File: src/rtl/pour_puzzle_if.sv
// Move-request / puzzle-state bundle for the cup-pouring puzzle.
// The master issues move requests; the slave (the puzzle) reports the
// cup levels, the goal flag, the move count and the reject pulse.
interface pour_puzzle_if #(
  parameter int NCUPS = 3,
  parameter int W     = 4,
  parameter int CW    = 8
);
  localparam int IW = ($clog2(NCUPS) > 1) ? $clog2(NCUPS) : 1;

  logic                 mv_valid;
  logic [IW-1:0]        from;
  logic [IW-1:0]        to;
  logic [NCUPS*W-1:0]   level;
  logic                 done;
  logic [CW-1:0]        moves;
  logic                 illegal;

  modport master (
    output mv_valid, from, to,
    input  level, done, moves, illegal
  );

  modport slave (
    input  mv_valid, from, to,
    output level, done, moves, illegal
  );
endinterface

File: src/rtl/pour_puzzle.sv
// Cup-pouring puzzle: requests are registered first, then applied on the
// following edge.  A legal pour moves as much liquid as the source holds
// or the destination can still take, whichever is smaller.  Once the goal
// levels are reached the puzzle can optionally freeze.
module pour_puzzle #(
  parameter int                 NCUPS  = 3,
  parameter int                 W      = 4,
  parameter logic [NCUPS*W-1:0] CAPS   = 12'h58C,
  parameter logic [NCUPS*W-1:0] INIT   = 12'h00C,
  parameter logic [NCUPS*W-1:0] TARGET = 12'h066,
  parameter logic [NCUPS-1:0]   TMASK  = 3'b011,
  parameter bit                 LOCK   = 1'b1,
  parameter int                 CW     = 8
) (
  input  logic         clock,
  input  logic         reset_n,
  pour_puzzle_if.slave bus
);
  localparam int IW = ($clog2(NCUPS) > 1) ? $clog2(NCUPS) : 1;

  logic [IW-1:0]      freg, treg;
  logic               vreg;
  logic [NCUPS*W-1:0] level_q, level_d;
  logic [CW-1:0]      moves_q;
  logic               illegal_q;
  logic               done_c, frozen, legal, f_ok, t_ok;
  logic [W-1:0]       src_lvl, dst_lvl, dst_cap, room, amt;

  // Move counter sticks at its maximum instead of wrapping.
  function automatic logic [CW-1:0] sat_inc(input logic [CW-1:0] v);
    return (v == {CW{1'b1}}) ? v : v + CW'(1);
  endfunction

  // Request capture stage: only the registered copy feeds the update logic.
  always_ff @(posedge clock or negedge reset_n) begin
    if (!reset_n) begin
      freg <= '0;
      treg <= '0;
      vreg <= 1'b0;
    end else begin
      freg <= bus.from;
      treg <= bus.to;
      vreg <= bus.mv_valid;
    end
  end

  // Goal check over the masked cups, straight from the current levels.
  always_comb begin
    done_c = 1'b1;
    for (int i = 0; i < NCUPS; i++) begin
      if (TMASK[i] && (level_q[i*W +: W] != TARGET[i*W +: W])) done_c = 1'b0;
    end
  end

  // Legality, pour amount and next levels for the registered request.
  always_comb begin
    src_lvl = '0;
    dst_lvl = '0;
    dst_cap = '0;
    for (int i = 0; i < NCUPS; i++) begin
      if (freg == IW'(i)) src_lvl = level_q[i*W +: W];
      if (treg == IW'(i)) begin
        dst_lvl = level_q[i*W +: W];
        dst_cap = CAPS[i*W +: W];
      end
    end
    f_ok   = ({1'b0, freg} < (IW+1)'(NCUPS));
    t_ok   = ({1'b0, treg} < (IW+1)'(NCUPS));
    frozen = LOCK && done_c;
    legal  = vreg && f_ok && t_ok && (freg != treg) && !frozen;
    room   = dst_cap - dst_lvl;
    amt    = (src_lvl < room) ? src_lvl : room;
    level_d = level_q;
    if (legal) begin
      for (int i = 0; i < NCUPS; i++) begin
        if (freg == IW'(i)) level_d[i*W +: W] = level_q[i*W +: W] - amt;
        if (treg == IW'(i)) level_d[i*W +: W] = level_q[i*W +: W] + amt;
      end
    end
  end

  // Apply stage: levels, move count and the one-cycle reject pulse.
  always_ff @(posedge clock or negedge reset_n) begin
    if (!reset_n) begin
      level_q   <= INIT;
      moves_q   <= '0;
      illegal_q <= 1'b0;
    end else begin
      level_q   <= level_d;
      if (legal) moves_q <= sat_inc(moves_q);
      illegal_q <= vreg && !frozen && !legal;
    end
  end

  assign bus.level   = level_q;
  assign bus.done    = done_c;
  assign bus.moves   = moves_q;
  assign bus.illegal = illegal_q;
endmodule

File: src/flat_wrapper.sv
// flat-port wrapper written by rule: the top's interface ports become plain ports
module pour_puzzle_flat 
#(
  parameter int                 NCUPS  = 3,
  parameter int                 W      = 4,
  parameter logic [NCUPS*W-1:0] CAPS   = 12'h58C,
  parameter logic [NCUPS*W-1:0] INIT   = 12'h00C,
  parameter logic [NCUPS*W-1:0] TARGET = 12'h066,
  parameter logic [NCUPS-1:0]   TMASK  = 3'b011,
  parameter bit                 LOCK   = 1'b1,
  parameter int                 CW     = 8
)
  (clock, reset_n, bus_mv_valid, bus_from, bus_to, bus_level, bus_done, bus_moves, bus_illegal);
  pour_puzzle_if #(.NCUPS(NCUPS), .W(W), .CW(CW)) bus_i ();
  input  logic clock;
  input  logic reset_n;
  input wire logic [$bits(bus_i.mv_valid)-1:0] bus_mv_valid;
  input wire logic [$bits(bus_i.from)-1:0] bus_from;
  input wire logic [$bits(bus_i.to)-1:0] bus_to;
  output wire logic [$bits(bus_i.level)-1:0] bus_level;
  output wire logic [$bits(bus_i.done)-1:0] bus_done;
  output wire logic [$bits(bus_i.moves)-1:0] bus_moves;
  output wire logic [$bits(bus_i.illegal)-1:0] bus_illegal;
  assign bus_i.mv_valid = bus_mv_valid;
  assign bus_i.from = bus_from;
  assign bus_i.to = bus_to;
  assign bus_level = bus_i.level;
  assign bus_done = bus_i.done;
  assign bus_moves = bus_i.moves;
  assign bus_illegal = bus_i.illegal;
  pour_puzzle #(.NCUPS(NCUPS), .W(W), .CAPS(CAPS), .INIT(INIT), .TARGET(TARGET), .TMASK(TMASK), .LOCK(LOCK), .CW(CW)) u_core (.clock(clock), .reset_n(reset_n), .bus(bus_i));
endmodule
File: config.mk
export PLATFORM = sky130hd
export DESIGN_NAME = pour_puzzle_flat
export DESIGN_NICKNAME = d
export VERILOG_FILES = /design/src/rtl/pour_puzzle_if.sv /design/src/rtl/pour_puzzle.sv /design/src/flat_wrapper.sv
export SDC_FILE = /design/constraint.sdc
export NUM_CORES = 1
export LEC_CHECK = 0
export ABC_AREA = 1
export BUFFER_PORTS_ARGS = -buffer_cell sky130_fd_sc_hd__buf_4
export CORE_ASPECT_RATIO = 1.75
export CORE_MARGIN = 2
export CORE_UTILIZATION = 61
export DETAILED_ROUTE_END_ITERATION = 10
export PLACE_DENSITY = 0.85
export SYNTH_ARGS = -nofsm -noshare
export SYNTH_HDL_FRONTEND = slang
export SYNTH_SLANG_ARGS = --single-unit
File: constraint.sdc
create_clock -name clock -period 7.4 [get_ports clock]
set_input_delay 0.74 -clock clock [delete_from_list [all_inputs] [get_ports clock]]
set_output_delay 0.74 -clock clock [all_outputs]
set_load 0.01 [all_outputs]
==> results of run 1 <==
==> area by class of cell <==
type                            count  area [sq um]  area share [%]
Multi-Input combinational cell    180          1120            49.9
Sequential cell                    26           653            29.0
Timing Repair Buffer               28           210            9.33
Inverter                           42           158            7.00
Clock buffer                        4          55.1            2.44
Tap cell                           43          53.8            2.39
==> cell usage in the layout (no fill, tap or decap), types with 2 or more instances in the layout <==
cell type   n
a21oi_1     5
a31oi_1     3
buf_4      28
clkbuf_8    4
clkinv_1    2
dfrtp_1    24
dfstp_2     2
fa_1        3
ha_1       18
inv_1      39
nand2_1    62
nand2_2     4
nand3_1    19
nand4_1     6
nor2_1     14
nor2_2      2
nor4_1      2
o21ai_0    13
o221ai_1    3
o22ai_1     2
xnor2_1     9
xor2_1      5
==> Yosys cell counts (all sizes together) <==
| master | count | area [sq um] |
|---|---|---|
| o221ai | 3 | 26.3 |
| dfstp | 2 | 52.6 |
| o21ai | 13 | 65.1 |
| a31oi | 4 | 31.3 |
| or2 | 2 | 15.0 |
| xor2 | 5 | 43.8 |
| nor3 | 1 | 10.0 |
| inv | 40 | 150 |
| nor2 | 17 | 76.3 |
| and3 | 1 | 6.26 |
| nand3 | 19 | 95.1 |
| o22ai | 2 | 12.5 |
| ha | 18 | 225 |
| nand4 | 6 | 37.5 |
| clkbuf | 1 | 3.75 |
| and3b | 1 | 10.0 |
| dfrtp | 24 | 601 |
| a21oi | 5 | 25.0 |
| nor4 | 2 | 12.5 |
| a31o | 1 | 8.76 |
| clkinv | 2 | 7.51 |
| xnor2 | 9 | 78.8 |
| fa | 3 | 60.1 |
| nand2 | 67 | 269 |
| a221oi | 1 | 15.0 |
==> worst paths after layout <==
kind	to	slack [ns]	depth (start not counted)
setup / recovery	u_core.bus.level[7]	2.66	25
hold / removal	u_core.bus.moves[2]	0.35	1
setup reg to reg	u_core.bus.level[7]	2.66	25
hold reg to reg	u_core.bus.level[3]	0.49	2
max in group asynchronous	u_core.bus.level[3]	6.76	1
min in group clock	u_core.bus.level[3]	0.49	2
==> flip-flops by register name, summed over array words and instances, names as in the netlist <==
name	flops
u_core.bus.level	12
u_core.freg	2
u_core.bus.moves	8
u_core.vreg	1
u_core.treg	2
u_core.bus.illegal	1
==> cells by family after synthesis <==
logic type / share of synthesized area [%]
buf+inv: 8.33
xor+xnor: 6.33
simple gates: 27.4
fa+ha+maj: 14.7
flops: 33.7
compound gates: 9.49
==> power by group <==
part           leakage, nW  switching [W]  internal [W]
sequential           0.322      0.0000736      0.000192
clock               0.0288      0.0000470     0.0000477
combinational        0.869       0.000485      0.000343
total                 1.22       0.000605      0.000582
==> stage by stage <==
stage,setup WS [ns],hold slack (ns)
final,2.66,0.350
after global routing,2.29,0.379
after CTS,2.76,0.361
after detailed placement,2.90,0.481
after global placement,3.07,0.467
after floorplan,3.20,0.444
==> routing by layer <==
metal  GRT usage [%]  wire, microns  vias to the layer above
met5               0              0                        -
met4            19.2            371                        0
met3            4.14            190                       35
met2            55.1           2670                       70
met1            36.6           1760                      832
li1                -              -                      876
==> impl_metrics.json, run 1 <==
{
  "grt_pass1_wl_microns": 8540,
  "hold_class": "input pin to async pin",
  "cp_slowest_cell": "dfrtp_1",
  "core-area_sq_um": 3070,
  "power.density_nw_per_um2": 527,
  "finalSetupTns_ns": 0,
  "period_needed_ns": 4.74,
  "worstMarginPinSlew_ns": 0.500,
  "initial_core_util_pct": 63.0,
  "cts.repair.resized": 0,
  "final_area_sq_um": 2250,
  "ys_types": 32,
  "io_pins": 29,
  "cts-hold-fix-buffers": 0,
  "nets": 309,
  "drive_above_1_share_pct": 17.9,
  "clk_latency_ns": 0.28,
  "required_ns": 7.58,
  "fp.dieW_microns": 46.6,
  "fin_cells": 323,
  "grt_pass1_vias": 1842,
  "path_common_cell": "inv_1",
  "grt_max_degree": 27,
  "cts_htree_levels": 1,
  "cp.buffers_inverters": 6,
  "drt_iter0_markers": 88,
  "finalCritPeriodShare_pct": 64.1,
  "yosysSeqAreaShare_pct": 33.7,
  "wl_microns": 4990,
  "row_count": 27,
  "cp.arrival_ns": 4.92,
  "antenna_cells": 0,
  "cts_setup_buffers": 0,
  "dp_hpwl_microns": 3900,
  "cts_sinks": 26,
  "synth_seq_cells": 26,
  "cp_max_fo": 11,
  "clock-skew-final_ns": 0.00219,
  "cp_top_family": "adder cells",
  "clockRootBuffer": "clkbuf_8",
  "drc": 0,
  "port_buffers": 28,
  "peakVddDrop_uv": 360,
  "die_area_sq_um": 3660,
  "wl_per_cell_microns": 15.4,
  "track_usage_pct": 32.6,
  "power_leakage_nw": 1.22,
  "final_max_slew_viol_count": 0,
  "relSlewSlack_pct": 66.6,
  "area_growth_pct": 16.3,
  "avgViaCountPerCell": 5.61,
  "start_kind": "register",
  "rr_startpoint": "u_core.treg[1]",
  "cts_tree": "yes",
  "clockBufferDepth": 2,
  "maxCapViolCount": 0,
  "end_kind": "register",
  "status": "finished clean",
  "rsz0062_at_grt": "no",
  "report.final.hold_viol_count": 0,
  "yosysWarnings": 0,
  "first_pass_iters": 4,
  "max_freq_ghz": 0.211,
  "dp.cells": 319,
  "finalPower_w": 0.00119,
  "dpl_cell_area_sq_um": 2200,
  "syn_nets": 277,
  "clk_pin_slew_worst_paths_ns": 0.09,
  "cts_buffers": 3,
  "syn_inst": 249,
  "antenna_left": 0,
  "fill_cells": 240,
  "gr-total-overflow": 0,
  "syn_area_sq_um": 1940,
  "die_h_microns": 78.6,
  "setup_violations": 0,
  "syn_area_per_cell_sq_um": 7.78,
  "startpoint": "u_core.treg[1]",
  "vias": 1813,
  "crit_type": "register to register",
  "fin_util_pct": 73.3,
  "slowest_delay_ns": 0.43,
  "place.gp.congestion": 0.968,
  "antenna_found_initial": 0
}
No activity file was read; power rests on OpenSTA's default activity.
==> run 2: changes to the inputs <==
--- a/config.mk
+++ b/config.mk
@@ -9,9 +9,9 @@
 export BUFFER_PORTS_ARGS = -buffer_cell sky130_fd_sc_hd__buf_4
 export CORE_ASPECT_RATIO = 1.75
 export CORE_MARGIN = 2
-export CORE_UTILIZATION = 61
+export CORE_UTILIZATION = 57
 export DETAILED_ROUTE_END_ITERATION = 10
-export PLACE_DENSITY = 0.85
+export PLACE_DENSITY = 0.8
 export SYNTH_ARGS = -nofsm -noshare
 export SYNTH_HDL_FRONTEND = slang
 export SYNTH_SLANG_ARGS = --single-unit
==> constraint.sdc (replaced) <==
create_clock -name clock -period 4.8 [get_ports clock]
set_input_delay 0.48 -clock clock [delete_from_list [all_inputs] [get_ports clock]]
set_output_delay 0.48 -clock clock [all_outputs]
set_load 0.01 [all_outputs]
==> run 2 against run 1 <==
  * Power is 55% higher
  * Clock power grew 36%
  * Non-clock buffer count is 1 higher
  * Clock skew increased by 0.00061 ns
  * Via count shrank 0.17%
  * First-iteration DRC count down 43%
  * Fmax grew 8.4%
  * Critical path type unchanged
  * Critical endpoint unchanged
==> impl_metrics.json, run 2 (synthesis gave the netlist of run 1 again) <==
{
  "status": "finished clean",
  "cp_top_family": "adder cells",
  "antenna_left": 0,
  "avgViaCountPerCell": 5.55,
  "place.gp.congestion": 0.967,
  "cp_slowest_cell": "dfrtp_1",
  "final_area_sq_um": 2260,
  "initial_core_util_pct": 58.2,
  "rrSetupSlack_ns": 0.43,
  "final_max_slew_viol_count": 0,
  "nets": 310,
  "dp.cells": 322,
  "seqCellArea_sq_um": 653,
  "setup_violations": 0,
  "area_growth_pct": 16.8,
  "drt_iter0_markers": 50,
  "cp.buffers_inverters": 6,
  "relSlewSlack_pct": 63.1,
  "worstMarginPinSlew_ns": 0.553,
  "clk_pin_slew_worst_paths_ns": 0.09,
  "clk_latency_ns": 0.27,
  "finalCritPeriodShare_pct": 91.1,
  "rsz0062_at_grt": "no",
  "dp_hpwl_microns": 3960,
  "antenna_found_initial": 0,
  "slowest_delay_ns": 0.43,
  "wl_per_cell_microns": 15.2,
  "clockBufferDepth": 2,
  "peakVddDrop_uv": 539,
  "power_leakage_nw": 1.22,
  "antenna_cells": 0,
  "mostFrequentLayoutCell": "nand2_1",
  "cts_buffers": 3,
  "grt_max_degree": 27,
  "clock-skew-final_ns": 0.00280,
  "rr_startpoint": "u_core.treg[1]",
  "max_freq_ghz": 0.229,
  "drc": 0,
  "row_count": 28,
  "multi_input_area_sq_um": 1130,
  "dpl_cell_area_sq_um": 2210,
  "wl_microns": 4960,
  "cp_max_fo": 11,
  "required_ns": 4.97,
  "start_kind": "register",
  "crit_type": "register to register",
  "hold_class": "input pin to async pin",
  "rr_endpoint": "u_core.bus.level[7]",
  "cts_htree_levels": 1,
  "cts_tree": "yes",
  "cts.repair.resized": 0,
  "fp.dieW_microns": 48.1,
  "maxCapViolCount": 0,
  "period_needed_ns": 4.37,
  "core-area_sq_um": 3330,
  "power.density_nw_per_um2": 812,
  "clockRootBuffer": "clkbuf_8",
  "grt_pass1_vias": 1835,
  "die_h_microns": 81.1,
  "fill_cells": 309,
  "fin_cells": 326,
  "finalSetupTns_ns": 0,
  "grt_pass1_wl_microns": 8290,
  "cts-hold-fix-buffers": 0,
  "end_kind": "register",
  "vias": 1810,
  "cp.arrival_ns": 4.55,
  "final_cell_mix": "nand2_1, inv_1, buf_4",
  "gr-total-overflow": 0,
  "first_pass_iters": 4,
  "reg2regPathDepth": 25,
  "die_area_sq_um": 3900,
  "io_pins": 29,
  "cts_sinks": 26,
  "report.final.hold_viol_count": 0,
  "track_usage_pct": 30.3,
  "cts_setup_buffers": 0,
  "drive_above_1_share_pct": 18.9,
  "largest_reg_flops": 12,
  "port_buffers": 28
}
run 2: through the flow:
stage / setup WS (ns) / util (%) / hold slack [ns] / total power [W]
after floorplan: 0.604 / - / 0.184 / 0.00130
after global placement: 0.515 / 66.4 / 0.405 / 0.00164
after detailed placement: 0.357 / 66.4 / 0.408 / 0.00168
after CTS: 0.282 / 67.7 / 0.111 / 0.00183
after global routing: 0.0471 / 68.0 / 0.123 / 0.00204
final: 0.427 / 68.0 / 0.0996 / 0.00184
run 2: where the power goes:
group | total [W] | internal [W] | switching, W
sequential | 0.000412 | 0.000296 | 0.000116
clock | 0.000129 | 0.0000595 | 0.0000695
combinational | 0.00130 | 0.000540 | 0.000759
run 2: cell type report:
type | instances | share of cell area [%]
clock buffer | 4 | 1.99
sequential | 26 | 28.8
timing repair buffer | 29 | 9.61
tap | 45 | 2.49
multi-input combinational | 180 | 50.1
inverter | 42 | 6.96
run 2: per-layer routing:
| layer | vias to the layer above | GRT usage [%] | part of all wire [%] |
|---|---|---|---|
| met4 | 0 | 20.3 | 6.4 |
| li1 | 872 | - | - |
| met5 | - | 0 | 0 |
| met2 | 67 | 51.7 | 54 |
| met3 | 25 | 3.56 | 3.0 |
| met1 | 846 | 32.4 | 36 |
run 2: worst max-delay path by stage:
stage / start / to / slack (ns) / cells after the start
detailed placement: u_core.treg[1] / u_core.bus.level[7] / 0.36 / 25
global placement: u_core.bus.level[6] / u_core.bus.level[7] / 0.51 / 24
CTS: u_core.treg[1] / u_core.bus.level[7] / 0.28 / 25
finish: u_core.treg[1] / u_core.bus.level[7] / 0.43 / 25
global route: u_core.treg[1] / u_core.bus.level[7] / 0.05 / 25
floorplan: u_core.treg[1] / u_core.bus.level[7] / 0.60 / 26
run 2: worst reg2reg max path: stages, from the launching register on:
cell      delay, ns
dfrtp_1        0.43
inv_1          0.08
nor2_1         0.16
inv_2          0.13
o221ai_1       0.18
ha_1           0.28
a31o_2         0.26
xor2_1         0.20
inv_1          0.07
ha_1           0.29
inv_1          0.05
a21oi_2        0.21
nand2_2        0.10
nand2_1        0.07
nand2_1        0.10
ha_1           0.32
or2_2          0.29
o21ai_0        0.14
inv_1          0.09
ha_1           0.28
a31oi_1        0.22
inv_1          0.06
nand2_1        0.09
nand3_1        0.07
nand2_1        0.07
nand2_1        0.04
==> run 3: changes to the inputs <==
--- a/config.mk
+++ b/config.mk
@@ -8,7 +8,7 @@
 export ABC_AREA = 1
 export BUFFER_PORTS_ARGS = -buffer_cell sky130_fd_sc_hd__buf_4
 export CORE_ASPECT_RATIO = 1.75
-export CORE_MARGIN = 2
+export CORE_MARGIN = 5
 export CORE_UTILIZATION = 57
 export DETAILED_ROUTE_END_ITERATION = 10
 export PLACE_DENSITY = 0.8
==> run 3 against run 2 <==
  * Non-clock buffer count decreased by 1
  * Routed wire length decreased by 2.7%
  * Register-to-register slack improved by 0.02 ns
  * Flip-flop and latch count unchanged
  * Fmax increased by 0.42%
  * Hold slack about the same
  * First-iteration DRC count increased by 30%
  * Largest power group unchanged
==> impl_metrics.json, run 3 (synthesis gave the netlist of run 1 again) <==
{
  "crit_type": "register to register",
  "grt_pass1_vias": 1823,
  "final_max_slew_viol_count": 0,
  "mostFrequentLayoutCell": "nand2_1",
  "multi_input_area_sq_um": 1130,
  "fp.dieW_microns": 54.1,
  "cp_slowest_cell": "dfrtp_1",
  "max_freq_ghz": 0.230,
  "drc": 0,
  "setup_violations": 0,
  "cp_top_family": "adder cells",
  "cts_tree": "yes",
  "worstMarginPinSlew_ns": 0.484,
  "fin_util_pct": 67.6,
  "core-area_sq_um": 3330,
  "peakVddDrop_uv": 576,
  "initial_core_util_pct": 58.2,
  "dp_hpwl_microns": 4080,
  "grt_pass1_wl_microns": 8250,
  "track_usage_pct": 24.1,
  "relSlewSlack_pct": 67.7,
  "avgViaCountPerCell": 5.37,
  "cts_sinks": 26,
  "nets": 309,
  "clk_pin_slew_worst_paths_ns": 0.09,
  "clockRootBuffer": "clkbuf_8",
  "slowest_delay_ns": 0.43,
  "place.gp.congestion": 0.926,
  "finalCritPeriodShare_pct": 90.7,
  "antenna_left": 0,
  "path_common_cell": "nand2_1",
  "clockBufferDepth": 2,
  "largest_reg_flops": 12,
  "gr-total-overflow": 0,
  "cts-hold-fix-buffers": 0,
  "die_h_microns": 87.1,
  "wl_microns": 4830,
  "worst_slack_ns": 0.445,
  "required_ns": 4.97,
  "report.final.hold_viol_count": 0,
  "cts_setup_buffers": 0,
  "port_buffers": 28,
  "area_growth_pct": 16.1,
  "clock-skew-final_ns": 0.00817,
  "fill_cells": 309,
  "cp.buffers_inverters": 6,
  "seqCellArea_sq_um": 653,
  "cts_buffers": 3,
  "rsz0062_at_grt": "no",
  "clk_latency_ns": 0.27,
  "drt_iter0_markers": 65,
  "die_area_sq_um": 4710,
  "period_needed_ns": 4.35,
  "cts_htree_levels": 1,
  "power_leakage_nw": 1.22,
  "maxCapViolCount": 0,
  "grt_max_degree": 27,
  "power.density_nw_per_um2": 801,
  "finalSetupTns_ns": 0,
  "antenna_found_initial": 0,
  "row_count": 28,
  "cp_max_fo": 11,
  "drive_above_1_share_pct": 18.6,
  "status": "finished clean",
  "start_kind": "register",
  "final_cell_mix": "nand2_1, inv_1, buf_4",
  "io_pins": 29,
  "end_kind": "register",
  "wl_per_cell_microns": 14.8,
  "pre_cts_ws_ns": 0.254,
  "vias": 1744,
  "antenna_cells": 0,
  "first_pass_iters": 4,
  "cp.arrival_ns": 4.53,
  "hold_class": "input pin to async pin"
}
run 3: cell types whose count changed in the layout (fill, tap and decap cells not counted):
cell,before,now
clkinv_1,2,1
inv_2,2,3
xor2_1,4,5
buf_4,29,28
xor2_2,1,0
run 3: metal layers:
layer | global-route usage (%) | vias up | share of wire, %
met3 | 2.74 | 28 | 2.9
met1 | 25.4 | 796 | 35
li1 | - | 873 | -
met4 | 16.1 | 0 | 8.0
met5 | 0 | - | 0
met2 | 42.5 | 47 | 54
run 3: final cells by class:
type                            count  share of cell area [%]
Inverter                           42                    7.01
Timing Repair Buffer               28                    9.34
Sequential cell                    26                    29.0
Clock buffer                        4                    2.00
Multi-Input combinational cell    180                    50.1
Tap cell                           45                    2.50
run 3: per-stage QoR:
stage / total power (W) / area, sq um / hold WS [ns] / cells
floorplan: 0.00130 / 1940 / 0.184 / 249
global placement: 0.00164 / 2200 / 0.403 / 321
detailed placement: 0.00168 / 2200 / 0.408 / 321
CTS: 0.00181 / 2250 / 0.114 / 325
global route: 0.00202 / 2250 / 0.117 / 325
finish: 0.00180 / 2250 / 0.100 / 325
run 3: final timing paths:
kind / start / to / slack (ns) / cells after the start
setup reg to reg: u_core.treg[1] / u_core.bus.level[7] / 0.45 / 27
hold reg to reg: u_core.bus.level[3] / u_core.bus.level[3] / 0.49 / 2
max in group asynchronous: reset_n / u_core.bus.level[3] / 4.40 / 1
setup / recovery: u_core.treg[1] / u_core.bus.level[7] / 0.45 / 27
min in group clock: bus_from[0] / u_core.freg[0] / 0.31 / 1
hold / removal: reset_n / u_core.bus.moves[6] / 0.1 / 1
run 3: worst register-to-register path: stages, from the launching register on:
cell      delay [ns]
dfrtp_1         0.43
inv_1           0.08
nor2_1          0.15
inv_2           0.13
o221ai_1        0.17
ha_1            0.28
a31o_2          0.26
xor2_1          0.19
inv_1           0.07
ha_1            0.29
inv_1           0.05
a21oi_2         0.19
nand2_2         0.09
nand2_1         0.07
nand2_2         0.08
ha_1            0.34
or2_2           0.30
o21ai_0         0.14
inv_1           0.08
ha_1            0.19
nand2_1         0.07
nand2_1         0.05
a31oi_1         0.20
inv_1           0.07
nand2_1         0.08
nand3_1         0.06
nand2_1         0.07
nand2_1         0.05
run 3: report_power, final:
group	switching (W)	internal, W
clock network	0.0000693	0.0000595
registers	0.000116	0.000296
logic	0.000733	0.000529
run 3: repair_timing:
item	4_1_cts	5_1_grt
resized for setup	0	3
setup endpoints to repair	0	3
endpoints found under the hold margin	0	0
